## config.mk

```make
export PLATFORM = sky130hd
export DESIGN_NAME = ct_fcnvt_htod_norm
export DESIGN_NICKNAME = d
export VERILOG_FILES = /design/src/rtl/ct_fcnvt_htod_norm.sv
export SDC_FILE = /design/constraint.sdc
export NUM_CORES = 1
export LEC_CHECK = 0
export ABC_AREA = 0
export BUFFER_PORTS_ARGS = -buffer_cell sky130_fd_sc_hd__buf_2
export CORE_MARGIN = 8
export CORE_UTILIZATION = 55
export CTS_CLUSTER_DIAMETER = 100
export DETAILED_ROUTE_END_ITERATION = 10
export HOLD_SLACK_MARGIN = 0.1
export PLACE_DENSITY_LB_ADDON = 0.25
export SYNTH_ARGS = -nofsm -noshare
export SYNTH_HDL_FRONTEND = slang
export SYNTH_SLANG_ARGS = --single-unit
```

## constraint.sdc

```tcl
create_clock -name forever_cpuclk -period 6.3 [get_ports forever_cpuclk]
set_clock_uncertainty 0.2 [all_clocks]
set_input_delay 0.63 -clock forever_cpuclk [delete_from_list [all_inputs] [get_ports forever_cpuclk]]
set_output_delay 0.63 -clock forever_cpuclk [all_outputs]
set_load 0.03 [all_outputs]
```

## src/rtl/ct_fcnvt_htod_norm.sv

```systemverilog
// ct_fcnvt_htod_norm: two-stage half-to-double converter with valid/ready.
// S1 classifies the half operand and counts leading zeros of the fraction;
// S2 packs the double result and fflags. Half subnormals become double
// normals, so the conversion is always exact.
// Optional feature macro: FCNVT_HTOD_NAN_PROP_EN (NaN payload propagation;
// without it every NaN returns the canonical double NaN).
module ct_fcnvt_htod_norm #(
  parameter int TAG_W = 8
) (
  input  logic             forever_cpuclk,
  input  logic             cpurst,
  input  logic             htod_in_vld,
  output logic             htod_in_rdy,
  input  logic [15:0]      htod_in_src,
  input  logic [TAG_W-1:0] htod_in_tag,
  output logic             htod_out_vld,
  input  logic             htod_out_rdy,
  output logic [63:0]      htod_out_result,
  output logic [4:0]       htod_out_fflags,
  output logic [TAG_W-1:0] htod_out_tag
);

  typedef enum logic [2:0] {
    CLS_ZERO = 3'd0,
    CLS_SUB  = 3'd1,
    CLS_NORM = 3'd2,
    CLS_INF  = 3'd3,
    CLS_QNAN = 3'd4,
    CLS_SNAN = 3'd5
  } cls_e;

  // Leading-zero count of a 10-bit fraction; only meaningful when nonzero.
  function automatic logic [3:0] lzc10(input logic [9:0] f);
    logic [3:0] n;
    logic       found;
    n     = 4'd0;
    found = 1'b0;
    for (int i = 9; i >= 0; i--) begin
      if (!found) begin
        if (f[i]) found = 1'b1;
        else      n     = n + 4'd1;
      end
    end
    return n;
  endfunction

  // Stage state
  logic             s1_vld_q;
  logic             s1_sign_q;
  cls_e             s1_cls_q;
  logic [4:0]       s1_exp_q;
  logic [9:0]       s1_frac_q;
  logic [3:0]       s1_lz_q;
  logic [TAG_W-1:0] s1_tag_q;

  logic             s2_vld_q;
  logic [63:0]      s2_result_q;
  logic [4:0]       s2_fflags_q;
  logic [TAG_W-1:0] s2_tag_q;

  // Next-state values
  cls_e             s1_cls_d;
  logic [3:0]       s1_lz_d;
  logic [63:0]      s2_result_d;
  logic [4:0]       s2_fflags_d;
  logic [9:0]       sub_sh;

  logic s1_en;
  logic s2_en;

  // A stage may load when it is empty or its contents move on this cycle.
  // The ready path is combinational from htod_out_rdy so a full pipeline
  // still accepts one operand per cycle while draining.
  assign s2_en        = !s2_vld_q | htod_out_rdy;
  assign s1_en        = !s1_vld_q | s2_en;
  assign htod_in_rdy  = s1_en & !cpurst;
  assign htod_out_vld = s2_vld_q & !cpurst;

  assign htod_out_result = s2_result_q;
  assign htod_out_fflags = s2_fflags_q;
  assign htod_out_tag    = s2_tag_q;

  // Classify the incoming half operand and count fraction leading zeros.
  always_comb begin
    s1_cls_d = CLS_NORM;
    s1_lz_d  = lzc10(htod_in_src[9:0]);
    if (htod_in_src[14:10] == 5'd0) begin
      s1_cls_d = (htod_in_src[9:0] == 10'd0) ? CLS_ZERO : CLS_SUB;
    end else if (htod_in_src[14:10] == 5'd31) begin
      if (htod_in_src[9:0] == 10'd0) s1_cls_d = CLS_INF;
      else if (htod_in_src[9])       s1_cls_d = CLS_QNAN;
      else                           s1_cls_d = CLS_SNAN;
    end
  end

  // S1 register: capture classified operand on an input transfer.
  always_ff @(posedge forever_cpuclk) begin
    if (cpurst) begin
      s1_vld_q  <= 1'b0;
      s1_sign_q <= 1'b0;
      s1_cls_q  <= CLS_ZERO;
      s1_exp_q  <= 5'd0;
      s1_frac_q <= 10'd0;
      s1_lz_q   <= 4'd0;
      s1_tag_q  <= '0;
    end else if (s1_en) begin
      s1_vld_q <= htod_in_vld;
      if (htod_in_vld) begin
        s1_sign_q <= htod_in_src[15];
        s1_cls_q  <= s1_cls_d;
        s1_exp_q  <= htod_in_src[14:10];
        s1_frac_q <= htod_in_src[9:0];
        s1_lz_q   <= s1_lz_d;
        s1_tag_q  <= htod_in_tag;
      end
    end
  end

  // Pack the double result and flags from the S1 classification.
  always_comb begin
    s2_result_d = 64'h0;
    s2_fflags_d = 5'h0;
    // Shift the leading one to bit 9; the bits below it form the fraction
    // once the implicit one is dropped.
    sub_sh      = s1_frac_q << s1_lz_q;
    case (s1_cls_q)
      CLS_ZERO: s2_result_d = {s1_sign_q, 63'h0};
      CLS_SUB:  s2_result_d = {s1_sign_q, 11'd1008 - {7'h0, s1_lz_q},
                               sub_sh[8:0], 1'b0, 42'h0};
      CLS_NORM: s2_result_d = {s1_sign_q, {6'h0, s1_exp_q} + 11'd1008,
                               s1_frac_q, 42'h0};
      CLS_INF:  s2_result_d = {s1_sign_q, 11'h7FF, 52'h0};
      CLS_QNAN, CLS_SNAN: begin
`ifdef FCNVT_HTOD_NAN_PROP_EN
        // Keep sign and payload; force the quiet bit so sNaNs are quieted.
        s2_result_d = {s1_sign_q, 11'h7FF, 1'b1, s1_frac_q[8:0], 42'h0};
`else
        s2_result_d = 64'h7FF8_0000_0000_0000;
`endif
      end
      default:  s2_result_d = 64'h0;
    endcase
    s2_fflags_d[4] = (s1_cls_q == CLS_SNAN);
  end

  // S2 register: holds the output stable while downstream stalls.
  always_ff @(posedge forever_cpuclk) begin
    if (cpurst) begin
      s2_vld_q    <= 1'b0;
      s2_result_q <= 64'h0;
      s2_fflags_q <= 5'h0;
      s2_tag_q    <= '0;
    end else if (s2_en) begin
      s2_vld_q <= s1_vld_q;
      if (s1_vld_q) begin
        s2_result_q <= s2_result_d;
        s2_fflags_q <= s2_fflags_d;
        s2_tag_q    <= s1_tag_q;
      end
    end
  end

endmodule
```

# Word level (Yosys, flattened, before mapping)
# Index checks and enable logic that the tools add are counted.
# op_classes
n_addsub,11
multipliers,0
div_mod_pow,0
magnitude_cmp,0
n_eq_ne,6
shifts,1
muxes,42
bitwise,4
reduce_logical,9
# op_table
operator,count
64-bit case mux with 5 select lines,1
4-bit 2-to-1 mux,18
"4-bit by 1-bit adder with 4-bit output, second input constant",9
1-bit 2-to-1 mux,20
"5-bit by 10-bit adder with 11-bit output, second input constant",1
"10-bit by 4-bit subtractor with 11-bit output, first input constant",1
10-bit logical NOT,1
10-bit by 4-bit left shift with 9-bit output,1
3-bit 2-to-1 mux,3
"3-bit by 2-bit equality test with 1-bit output, second input constant",2
"3-bit equality test, second input constant",2
"5-bit equality test, second input constant",1
5-bit logical NOT,1
2-bit AND reduction,2
"3-bit by 1-bit equality test with 1-bit output, second input constant",1
1-bit logical NOT,3
3-bit logical NOT,1
1-bit bitwise AND,2
1-bit OR,2
2-bit OR reduction,1
# totals
regBits,106
latch_bits,0
ram_bits,0
mem_bits_ro,0
inputBits,28
out_inout_bits,79
n_memories,0

# Depth between registers and ports, before layout
# logic_depth
ltp_word,28
depth_mapped,21
ltp_nobuf,21

# Least setup slack after synthesis
# No wires, ideal clock.
# synth_timing
path_type,input to register
from,in htod_in_src[9]
to,reg s1_lz_q[1]
setup_ns,0.130
t_arrival_ns,3.797
required_time_ns,5.970
path_slack_ns,2.174
path_stages,17
path_buffers,1
cell_sequence,clkbuf_1 > or4_4 > or4_4 > o311ai_1 > nand2_1 > ha_1 > mux2i_1 > o21ai_0 > ha_1 > mux2i_1 > nor2_1 > a21oi_1 > o21ai_2 > ha_1 > or2b_1 > o211ai_1 > o31ai_1
# synth_between
elab_chain_len,28
word_cells_on_any_way,37
# synth_lines
item,line_no,text
from (decl),14,"input logic [15:0] htod_in_src,"
1-bit 2-to-1 mux,40,if (f[i]) found = 1'b1;
4-bit by 1-bit adder with 4-bit output,41,else n = n + 4'd1;
4-bit 2-to-1 mux,40,
4-bit 2-to-1 mux,39,if (!found) begin
4-bit by 1-bit adder with 4-bit output,41,
4-bit 2-to-1 mux,40,
4-bit 2-to-1 mux,39,
4-bit by 1-bit adder with 4-bit output,41,
[... 12 more ...],--,
4-bit 2-to-1 mux,40,
4-bit 2-to-1 mux,39,
4-bit by 1-bit adder with 4-bit output,41,
4-bit 2-to-1 mux,40,
4-bit 2-to-1 mux,39,
4-bit by 1-bit adder with 4-bit output,41,
4-bit 2-to-1 mux,40,
4-bit 2-to-1 mux *,39,
to (signal assigned),113,s1_lz_q <= s1_lz_d;
to (decl),53,logic [3:0] s1_lz_q;
# Every way passes the cells marked *; elsewhere a longest branch is shown, timed or not.
# A chain may end at the register's enable or synchronous reset.

# Final worst setup path
# layout_timing
from,in htod_in_src[6]
to,reg s1_lz_q[1]
# layout_between
elab_chain_len,20
word_cells_on_any_way,27
# layout_lines
item,line_no
4-bit 2-to-1 mux,40
4-bit 2-to-1 mux,39
4-bit by 1-bit adder with 4-bit output,41
4-bit 2-to-1 mux,40
4-bit 2-to-1 mux,39
4-bit by 1-bit adder with 4-bit output,41
4-bit 2-to-1 mux,40
4-bit 2-to-1 mux,39
[... 4 more ...],--
4-bit 2-to-1 mux,40
4-bit 2-to-1 mux,39
4-bit by 1-bit adder with 4-bit output,41
4-bit 2-to-1 mux,40
4-bit 2-to-1 mux,39
4-bit by 1-bit adder with 4-bit output,41
4-bit 2-to-1 mux,40
4-bit 2-to-1 mux *,39
# Marked as above.

==> impl_metrics.toml <==
[placement]
port_buffers = 60
place_area_um2 = 3670
hpwl_um = 6020
gp_congestion = 0.900
placed_cells = 571

[worst_setup_path]
timing.rr.start = "s1_cls_q[1]"
crit_required_ns = 6.29
r2r_slack_ns = 3.80
crit_arrival_ns = 4.16
rr_worst_depth = 6
timing_worst_setup_path_type = "in -> reg"
rr_endpoint = "htod_out_result[51]"
crit_fanout = 6
end_kind = "register"
cp-start-kind = "input pin"

[pwr]
ir_drop_mv = 0.152
p_leak_nw = 1.64
power_density_nw_per_um2 = 224

[clock_network]
cts_tree = "yes"
clockBufferDepth = 2
clock-sinks = 60
htreeDepth = 3
cts-resized-gates = 0
clk_pin_slew_ns = 0.07
holdBufCountCts = 0
clockRootBuffer = "clkbuf_8"
numCtsBuffers = 9
postCtsSetupRepairBufs = 0
clk_latency_ns = 0.34

[timing]
tightest_slew_ns = 1.14
setup_tns_ns = 0
timing.hold.ws_ns = 0.246
fin_crit_ns = 4.17
relSlewSlack_pct = 23.1
drv_slew = 0
hold_viol_final = 0
setup_viol = 0
fmax_mhz = 240
final.period_utilization_pct = 66.2
rsz0062_at_grt = "no"

[finish]
layout-drive-gt1-share_pct = 19.8
postLayoutCellArea_um2 = 3850
final_common_cell = "nand2_1"
postLayoutCoreUtil_pct = 60.9
antennaDiodeCount = 0
mostFrequentLayoutCells = "92 x nand2_1, 69 x a21oi_1, 60 x dfxtp_1, 60 x buf_2, 46 x conb_1"
instances_no_fill = 587
area_growth_pct = 8.16
finalNetCount = 540

[floorplanning]
die_w_um = 96.4
start_util_pct = 56.3
core_area_um2 = 6310
dieArea_um2 = 9290
io_pins = 107
rows = 29
fp.dieH_um = 96.4

[yosys]
synth_compound_area_share_pct = 17.3
yosys.area_share.adder_pct = 2.46
syn-cell-area_um2 = 3560
synth_edf_count = 0
post_synth_mux_area_share_pct = 5.84
yosys_warnings = 0
synth.yosys.seq_area_share_pct = 33.8
ys_seq_elements = 60
synth_cells = 463
yosys.area_share.simple_pct = 24.1
yosysUniqueCellTypes = 57
synth_ff_type = "dfxtp_1"
synth_area_per_cell_um2 = 7.68
synthXorXnorAreaFrac_pct = 1.94
async_flop_share_pct = 0
synth_top_family_by_area = "simple AND/OR/NAND/NOR gates"

[route]
drtPass1Iterations = 4
drc_errors = 0
wirelength_um = 8150
wl_per_cell_um = 13.9
avgViaCountPerCell = 5.25
antenna_left = 0
dr_total_vias = 3084
drt_first_iter_violations = 236

[grt]
grt_antenna_before_repair = 0
track_usage_pct = 17.9
grt_pass1_vias = 2941
grt_pass1_wl_um = 13200
grt_max_degree = 65
overflow = 0

[min_path]
min_from = "htod_out_result[42]"
hold_end = "htod_out_result[42]"
hold_path_depth = 2
min_path_type = "reg -> reg"

[run]
drv_cap = 0

[status]
status = "completed"
## state kept, by name, indices dropped and copies added, names as in the netlist
signal / flops
htod_out_tag: 8
s1_vld_q: 1
s1_sign_q: 1
s1_exp_q: 5
s1_tag_q: 8
s1_lz_q: 4
s1_frac_q: 10
htod_out_fflags: 1
s2_vld_q: 1
s1_cls_q: 3
htod_out_result: 18
## power by group
group | internal (mW) | total [mW] | switching (mW)
Combinational | 0.0427 | 0.150 | 0.107
Clock | 0.144 | 0.305 | 0.161
Sequential | 0.393 | 0.408 | 0.0150
Total | 0.580 | 0.863 | 0.283
## cells by family (layout without fill, tap and decap cells)
kind of cell,Yosys count,count (layout)
flip-flops,60,60
XOR/XNOR,7,7
multiplexers,14,14
AND/OR/NAND/NOR,181,181
buffers and inverters,87,89
AO/OA/AOI/OAI,106,106
adder cells (fa/ha/maj),7,7
other,1,46
## cell usage after synthesis (all sizes together), types with 2 or more instances
master / count / area share [%]
a31oi: 2 / 0.53
mux4: 5 / 3.2
or3: 2 / 0.49
nand2b: 6 / 1.1
ha: 7 / 2.5
nand3b: 4 / 0.84
dfxtp: 60 / 34
nor2b: 8 / 1.4
nand3: 6 / 0.84
and2: 3 / 0.53
nor4: 2 / 0.77
mux2i: 8 / 2.4
o21ai: 12 / 1.8
o31ai: 2 / 0.56
nor2: 38 / 4.1
nor3: 4 / 0.56
or4: 4 / 1.1
a22oi: 8 / 1.7
xor2: 2 / 0.49
nand2: 93 / 9.9
xnor2: 5 / 1.4
inv: 9 / 0.95
a21oi: 69 / 9.7
a311oi: 2 / 0.49
o211ai: 4 / 0.84
clkbuf: 26 / 2.7
buf: 52 / 11
or2: 2 / 0.35
and3: 3 / 0.53
## routing by layer
layer  global-route usage [%]  vias to the layer above  routed length [µm]
met3                     4.33                        8                 660
met4                     8.20                        0                 104
met1                     22.8                     1407                3680
met2                     27.9                      106                3700
met5                        0                        -                   0
li1                         -                     1563                   -
## worst max-delay path, stage by stage
cell,delay [ns]
buf_2,0.13
or4_4,0.59
or4_4,0.46
o311ai_1,0.18
nand2_1,0.12
ha_1,0.33
mux2i_1,0.12
o21ai_0,0.10
ha_1,0.36
mux2i_1,0.13
nor2_1,0.05
a21oi_1,0.15
o21ai_2,0.09
ha_1,0.32
or2b_1,0.22
o211ai_1,0.08
o31ai_1,0.09
## area by class of cell
cell class / count / area, µm²
Clock buffer: 9 / 124
Clock inverter: 7 / 52.6
Fill cell: 611 / 2470
Inverter: 9 / 33.8
Multi-Input combinational cell: 361 / 2010
Sequential cell: 60 / 1200
Tap cell: 77 / 96.3
Timing Repair Buffer: 64 / 330
## stage by stage
stage	power, mW	setup WS, ns
2_1_floorplan	0.552	2.17
3_3_place_gp	0.560	1.95
3_5_place_dp	0.564	1.77
4_1_cts	0.868	2.13
5_1_grt	0.906	1.91
6_report	0.863	2.13
## worst max path at each step
stage                   start    endpoint  slack, ns
2_1_floorplan  htod_in_src[9]  s1_lz_q[1]       2.17
3_3_place_gp   htod_in_src[6]  s1_lz_q[1]       1.95
3_5_place_dp   htod_in_src[6]  s1_lz_q[1]       1.77
4_1_cts        htod_in_src[6]  s1_lz_q[1]       2.13
5_1_grt        htod_in_src[6]  s1_lz_q[1]       1.91
6_report       htod_in_src[6]  s1_lz_q[1]       2.13
No activity file was read; power rests on OpenSTA's default activity.
